## src/rtl/rf_2p_23x64_fifo_ctrl_pkg.sv

```systemverilog
// Shared constants for the 23x64 two-port RF FIFO controller: RF geometry,
// active-low enable encoding and the producer identifiers used by the arbiter.
package rf_2p_23x64_fifo_ctrl_pkg;

    localparam int unsigned RfDataWidth = 23;
    localparam int unsigned RfAddrWidth = 6;
    localparam int unsigned RfDepth     = 1 << RfAddrWidth;

    // RF chip/write enables are active low.
    localparam logic RfEnActive = 1'b0;
    localparam logic RfEnIdle   = 1'b1;

    typedef enum logic {
        Prod0 = 1'b0,
        Prod1 = 1'b1
    } prod_e;

    function automatic logic rf_en(input logic active);
        return active ? RfEnActive : RfEnIdle;
    endfunction

endpackage

```

## src/rtl/rf_fifo_skid2.sv

```systemverilog
// Two-entry output skid buffer that absorbs the RF's one-cycle read latency.
// clr empties the buffer synchronously and takes priority over push and pop.
module rf_fifo_skid2 #(
    parameter int unsigned Width = 23
) (
    input  logic             clk,
    input  logic             rstn,
    input  logic             clr,
    input  logic             push,
    input  logic [Width-1:0] push_dat,
    input  logic             pop,
    output logic [Width-1:0] head,
    output logic [1:0]       cnt
);

    logic [Width-1:0] mem_q [2];
    logic             wr_idx_q;
    logic             rd_idx_q;
    logic [1:0]       cnt_q;

    always_ff @(posedge clk or negedge rstn) begin
        if (!rstn) begin
            mem_q[0] <= '0;
            mem_q[1] <= '0;
            wr_idx_q <= 1'b0;
            rd_idx_q <= 1'b0;
            cnt_q    <= 2'd0;
        end else if (clr) begin
            wr_idx_q <= 1'b0;
            rd_idx_q <= 1'b0;
            cnt_q    <= 2'd0;
        end else begin
            if (push) begin
                mem_q[wr_idx_q] <= push_dat;
                wr_idx_q        <= ~wr_idx_q;
            end
            if (pop) begin
                rd_idx_q <= ~rd_idx_q;
            end
            cnt_q <= cnt_q + {1'b0, push} - {1'b0, pop};
        end
    end

    assign head = mem_q[rd_idx_q];
    assign cnt  = cnt_q;

endmodule

```

## src/rtl/rf_2p_23x64_fifo_ctrl.sv

```systemverilog
// FIFO controller for the 23x64 two-port RF: arbitrates two producers onto port B,
// prefetches through port A into a 2-entry skid. RF_FIFO_FIXED_PRIO_EN selects fixed priority.
module rf_2p_23x64_fifo_ctrl
    import rf_2p_23x64_fifo_ctrl_pkg::*;
#(
    parameter int unsigned DATA_WIDTH = RfDataWidth,
    parameter int unsigned ADDR_WIDTH = RfAddrWidth
) (
    input  logic                  clk,
    input  logic                  rstn,
    input  logic                  flush_i,
    input  logic                  wr0_val_i,
    input  logic [DATA_WIDTH-1:0] wr0_dat_i,
    input  logic                  wr1_val_i,
    input  logic [DATA_WIDTH-1:0] wr1_dat_i,
    output logic                  wr0_rdy_o,
    output logic                  wr1_rdy_o,
    output logic                  rd_val_o,
    output logic [DATA_WIDTH-1:0] rd_dat_o,
    input  logic                  rd_rdy_i,
    output logic [ADDR_WIDTH:0]   cnt_o,
    output logic                  rf_cena_o,
    output logic [ADDR_WIDTH-1:0] rf_addra_o,
    input  logic [DATA_WIDTH-1:0] rf_dataa_i,
    output logic                  rf_cenb_o,
    output logic                  rf_wenb_o,
    output logic [ADDR_WIDTH-1:0] rf_addrb_o,
    output logic [DATA_WIDTH-1:0] rf_datab_o
);

    localparam logic [ADDR_WIDTH:0] FullCnt = {1'b1, {ADDR_WIDTH{1'b0}}};

    logic [ADDR_WIDTH-1:0] wr_ptr_q, wr_ptr_d;
    logic [ADDR_WIDTH-1:0] rd_ptr_q, rd_ptr_d;
    logic [ADDR_WIDTH:0]   rf_cnt_q, rf_cnt_d;
    logic [ADDR_WIDTH:0]   cnt_q, cnt_d;
    logic                  pend_q, pend_d;

    logic [1:0] skid_cnt;
    logic [2:0] skid_cnt_nxt;
    logic [2:0] inflight;
    prod_e      pick;
    logic       pick_val;
    logic       full;
    logic       wr_fire;
    logic       rd_issue;
    logic       pop;
    logic       skid_push;

    // Arbitration: grant is presented even with no valid so an idle producer sees rdy.
`ifdef RF_FIFO_FIXED_PRIO_EN
    always_comb begin
        pick = (wr0_val_i || !wr1_val_i) ? Prod0 : Prod1;
    end
`else
    prod_e rr_q, rr_d;

    always_comb begin
        if (wr0_val_i == wr1_val_i) begin
            pick = (rr_q == Prod0) ? Prod1 : Prod0;
        end else begin
            pick = wr1_val_i ? Prod1 : Prod0;
        end
    end

    always_comb begin
        rr_d = rr_q;
        if (wr_fire) begin
            rr_d = pick;
        end
    end

    // Reset to "last granted = 1" so producer 0 wins the first tie.
    always_ff @(posedge clk or negedge rstn) begin
        if (!rstn) begin
            rr_q <= Prod1;
        end else begin
            rr_q <= rr_d;
        end
    end
`endif

    assign full     = (rf_cnt_q == FullCnt);
    assign pick_val = (pick == Prod1) ? wr1_val_i : wr0_val_i;
    assign pop      = rd_val_o & rd_rdy_i;
    assign inflight = {1'b0, skid_cnt} + {2'b00, pend_q};

    // Handshake and RF port control, combinational from state and current valids.
    always_comb begin
        wr0_rdy_o  = (pick == Prod0) && !full && !flush_i;
        wr1_rdy_o  = (pick == Prod1) && !full && !flush_i;
        wr_fire    = pick_val && !full && !flush_i;
        // Issue only if the returning word still fits in the skid after this cycle's pop.
        rd_issue   = (rf_cnt_q != '0) && (inflight < (3'd2 + {2'b00, pop})) && !flush_i;

        rf_cena_o  = rf_en(rd_issue);
        rf_addra_o = rd_ptr_q;
        rf_cenb_o  = rf_en(wr_fire);
        rf_wenb_o  = rf_en(wr_fire);
        rf_addrb_o = wr_ptr_q;
        rf_datab_o = (pick == Prod1) ? wr1_dat_i : wr0_dat_i;
    end

    assign skid_push = pend_q && !flush_i;

    always_comb begin
        wr_ptr_d     = wr_ptr_q + ADDR_WIDTH'(wr_fire);
        rd_ptr_d     = rd_ptr_q + ADDR_WIDTH'(rd_issue);
        rf_cnt_d     = rf_cnt_q + (ADDR_WIDTH + 1)'(wr_fire) - (ADDR_WIDTH + 1)'(rd_issue);
        pend_d       = rd_issue;
        skid_cnt_nxt = {1'b0, skid_cnt} + {2'b00, skid_push} - {2'b00, pop};
        if (flush_i) begin
            wr_ptr_d     = '0;
            rd_ptr_d     = '0;
            rf_cnt_d     = '0;
            pend_d       = 1'b0;
            skid_cnt_nxt = 3'd0;
        end
        cnt_d = rf_cnt_d + (ADDR_WIDTH + 1)'(pend_d) + (ADDR_WIDTH + 1)'(skid_cnt_nxt);
    end

    always_ff @(posedge clk or negedge rstn) begin
        if (!rstn) begin
            wr_ptr_q <= '0;
            rd_ptr_q <= '0;
            rf_cnt_q <= '0;
            pend_q   <= 1'b0;
            cnt_q    <= '0;
        end else begin
            wr_ptr_q <= wr_ptr_d;
            rd_ptr_q <= rd_ptr_d;
            rf_cnt_q <= rf_cnt_d;
            pend_q   <= pend_d;
            cnt_q    <= cnt_d;
        end
    end

    rf_fifo_skid2 #(
        .Width (DATA_WIDTH)
    ) u_skid (
        .clk      (clk),
        .rstn     (rstn),
        .clr      (flush_i),
        .push     (skid_push),
        .push_dat (rf_dataa_i),
        .pop      (pop),
        .head     (rd_dat_o),
        .cnt      (skid_cnt)
    );

    assign rd_val_o = (skid_cnt != 2'd0);
    assign cnt_o    = cnt_q;

endmodule

```

## config.mk

```make
export PLATFORM = sky130hd
export DESIGN_NAME = rf_2p_23x64_fifo_ctrl
export DESIGN_NICKNAME = d
export VERILOG_FILES = /design/src/rtl/rf_2p_23x64_fifo_ctrl_pkg.sv /design/src/rtl/rf_fifo_skid2.sv /design/src/rtl/rf_2p_23x64_fifo_ctrl.sv
export SDC_FILE = /design/constraint.sdc
export NUM_CORES = 1
export LEC_CHECK = 0
export CAP_MARGIN = 20
export CORE_ASPECT_RATIO = 0.75
export CORE_UTILIZATION = 41
export CTS_CLUSTER_DIAMETER = 50
export DETAILED_ROUTE_END_ITERATION = 8
export PLACE_DENSITY = 0.77
export SYNTH_ARGS = -nofsm -noshare
export SYNTH_HDL_FRONTEND = slang
export SYNTH_SLANG_ARGS = --single-unit
```

## constraint.sdc

```tcl
create_clock -name clk -period 3.6 [get_ports clk]
set_input_delay 0.36 -clock clk [delete_from_list [all_inputs] [get_ports clk]]
set_output_delay 0.36 -clock clk [all_outputs]
set_load 0.03 [all_outputs]
```

==> qor.yml, run 1 <==
synth_top_area_cell: "dfrtp_1"
slowest_stage: "fa_1"
grt_pass1_vias: 3028
regToRegEndpoint: "cnt_o[3]"
yosys.area_share.simple_pct: 7.10
cts_tree: "done"
synth.yosys.warnings: 0
fp.dieH_um: 88.1
dieArea_um2: 10300
vias: 2848
antenna_found_initial: 0
synth_top_family_by_area: "multiplexers"
port_buffers: 145
syn-num-nets: 422
drt_wl_total_um: 9450
p_leak_nw: 2.67
drive_above_1_share_pct: 27.4
initial_utilization_pct: 42.2
cts.sinks: 78
htree_levels: 3
postRouteAntennaNets: 0
row_count: 31
place_congestion: 0.838
die_w_um: 117
final_design_area_no_fill_um2: 6030
n_fill_cell: 798
cp-start-kind: "register"
max-cap-violations: 0
clk_pin_slew_ns: 0.06
dp_hpwl_um: 7060
crit_arrival_ns: 3.62
synthXorXnorAreaFrac_pct: 4.54
cts_hold_buf: 0
clk_latency_ns: 0.33
postPlaceCellArea_um2: 5700
synth_top_area_share_pct: 47.5
drtPass1Iterations: 4
async_flop_share_pct: 100
synth_mux_area_share_pct: 26.0
fin_crit_sh_pct: 93.7
cpPeakStageDelay_ns: 0.43
finalClockSkew_ns: 0.00482
globalRouteTotalUtil_pct: 19.6
crit_top_cell: "inv_1"
hold_path_class: "input port to async pin"
routedWlPerCell_um: 15.4
r2r_slack_ns: 0.23
p_per_area_nw_per_um2: 875
dr.first_iter.drc_count: 75
ys.flop_type: "dfrtp_1"
root_buffer: "clkbuf_16"
synth-edff-count: 0
worstMarginPinSlew_ns: 0.973
placed_cells: 596
grt_max_degree: 79
syn_to_final_growth_pct: 48.6
status: "complete, no violations"
slew_viol_final: 0
grt_pass1_wl_um: 15200
grt-ovfl-total: 0
cp-end-kind: "register"
worstSetupPathType: "register to register"
finalHoldViolCount: 0
syn_area_um2: 4060
tns_ns: 0
synth_cell_types: 32
synth_compound_area_share_pct: 1.97
max_freq_mhz: 296
antennaDiodeCount: 0
cts_buffers: 9
holdWs_ns: 0.179
clockBufferDepth: 2
syn_inst: 323
reg2reg_from: "rf_cnt_q[2]"
fin_crit_ns: 3.37
core_um2: 9620
synth_area_leaders: "dfrtp_1 (48%), mux2_2 (26%), ha_1 (6.2%)"
vdd_ir_drop_max_mv: 0.463
drcViolationCount: 0
yosysSeqAreaShare_pct: 48.2
synth_area_per_cell_um2: 12.6
setup_violations: 0
ys_ff_latch: 78
cp_max_fo: 3
synth-adder-area-share_pct: 8.15
cp.required_ns: 3.84
crit_chain: "inv_1 > ha_1 > nand4bb_1 > nor2_1 > nor2_2 > inv_1 > nor2_2 > inv_1 > ha_1 > inv_1 > ha_1 > fa_1 > nand2b_1 > inv_1 > ha_1 > a21o_1 > a21oi_2 > buf_4 > xor2_1"
vias_per_cell: 4.65
io_pins: 146
worstRegToRegCells: 19
slew_headroom_pct: 35.1
grt_setup_unrepaired: "false"
final_nets: 575
fin_cells: 613
[worst max-delay path: cells and delay by family, from the launching register on]
kind | cells | cell delay [ns]
fa+ha+maj | 5 | 1.40
simple gates | 5 | 0.56
buf+inv | 6 | 0.49
flops | 1 | 0.37
compound gates | 2 | 0.34
xor+xnor | 1 | 0.15
[flip-flops by register name (all words and copies together) (netlist names)]
signal,cells
u_skid.wr_idx_q,1
rf_cnt_q,7
pend_q,1
rr_q,1
u_skid.rd_idx_q,1
rf_addrb_o,6
u_skid.mem_q,46
cnt_o,7
rf_addra_o,6
u_skid.cnt,2
[cell usage after synthesis, types with 2 or more instances]
| master | instances |
|---|---|
| a21oi_1 | 5 |
| inv_1 | 27 |
| xor2_1 | 12 |
| o21ai_0 | 2 |
| nor2_1 | 21 |
| nand3_1 | 4 |
| nor4b_1 | 2 |
| buf_1 | 4 |
| xnor2_1 | 9 |
| ha_1 | 20 |
| a21o_1 | 3 |
| buf_2 | 5 |
| fa_1 | 4 |
| nor2b_1 | 8 |
| clkbuf_1 | 4 |
| mux2_2 | 92 |
| nand2b_1 | 4 |
| mux2i_1 | 2 |
| dfrtp_1 | 77 |
| nand2_1 | 6 |
[power breakdown]
part           total, mW  internal [mW]  switching [mW]
logic               2.97           1.45            1.52
clock network      0.863          0.532           0.331
registers           1.44           1.26           0.183
[timing repair]
item,in CTS,in global routing
buffers inserted,0,1
resized for setup,1,9
endpoints found under the setup margin,3,4
[layout make-up]
class                           instances  area, um2  area share [%]
Timing Repair Buffer                  156       1540            25.6
Tap cell                              132        165            2.74
Clock buffer                           11        233            3.86
Sequential cell                        78       1950            32.4
Inverter                               27        101            1.68
Multi-Input combinational cell        204       1980            32.9
Clock inverter                          5       50.0           0.830
[per-layer routing]
metal	track usage [%]	up-vias	share of wire (%)
met1	26.0	1372	46
met2	32.5	68	49
li1	-	1399	-
met4	3.80	0	0.50
met5	0	-	0
met3	5.33	9	4.1
[cell families after synthesis]
family | count (synthesis)
muxes | 94
DFF | 78
and+or+nand+nor | 52
buffers and inverters | 41
adders and majority gates | 24
xor gates and xnor gates | 21
AOI/OAI and AO/OA | 13
[metrics by stage]
step	worst slack, ns	util, %	total power, mW
after global placement	0.0163	59.3	4.30
after floorplan	0.128	-	3.35
after global routing	0.0195	62.7	5.61
final	0.227	62.7	5.27
after CTS	0.0399	62.3	5.29
after detailed placement	-0.147	59.3	4.38
[how the worst max path moves through the flow]
stage             startpoint       end  cells past startpoint
2_1_floorplan  u_skid.cnt[1]  cnt_o[6]                     15
3_3_place_gp        rd_rdy_i  cnt_o[6]                     14
3_5_place_dp        rd_rdy_i  cnt_o[3]                     15
4_1_cts               pend_q  cnt_o[3]                     15
5_1_grt          rf_cnt_q[2]  cnt_o[3]                     19
6_report         rf_cnt_q[2]  cnt_o[3]                     19
[placed cells by master (no fill, tap or decap), drive strengths merged, types with 3 or more instances in the layout]
cell | synthesis | final
clkinv | 0 | 4
dfrtp | 77 | 77
clkbuf | 4 | 11
clkdlybuf4s50 | 0 | 144
a21o | 3 | 3
mux2 | 92 | 92
xor2 | 12 | 12
ha | 20 | 20
nand3 | 4 | 4
nor4b | 3 | 3
fa | 4 | 4
xnor2 | 9 | 9
buf | 10 | 12
nor2b | 8 | 8
a21oi | 6 | 6
inv | 27 | 27
nand2b | 4 | 4
nand2 | 6 | 6
nor2 | 21 | 21
(Power assumes the default switching activity.)
==> run 2: changes to the inputs <==
--- a/config.mk
+++ b/config.mk
@@ -10,6 +10,7 @@
 export CORE_UTILIZATION = 41
 export CTS_CLUSTER_DIAMETER = 50
 export DETAILED_ROUTE_END_ITERATION = 8
+export GPL_TIMING_DRIVEN = 1
 export PLACE_DENSITY = 0.77
 export SYNTH_ARGS = -nofsm -noshare
 export SYNTH_HDL_FRONTEND = slang
==> results of run 2 <==
Final layout, timing and power as in run 1 (identical DEF).
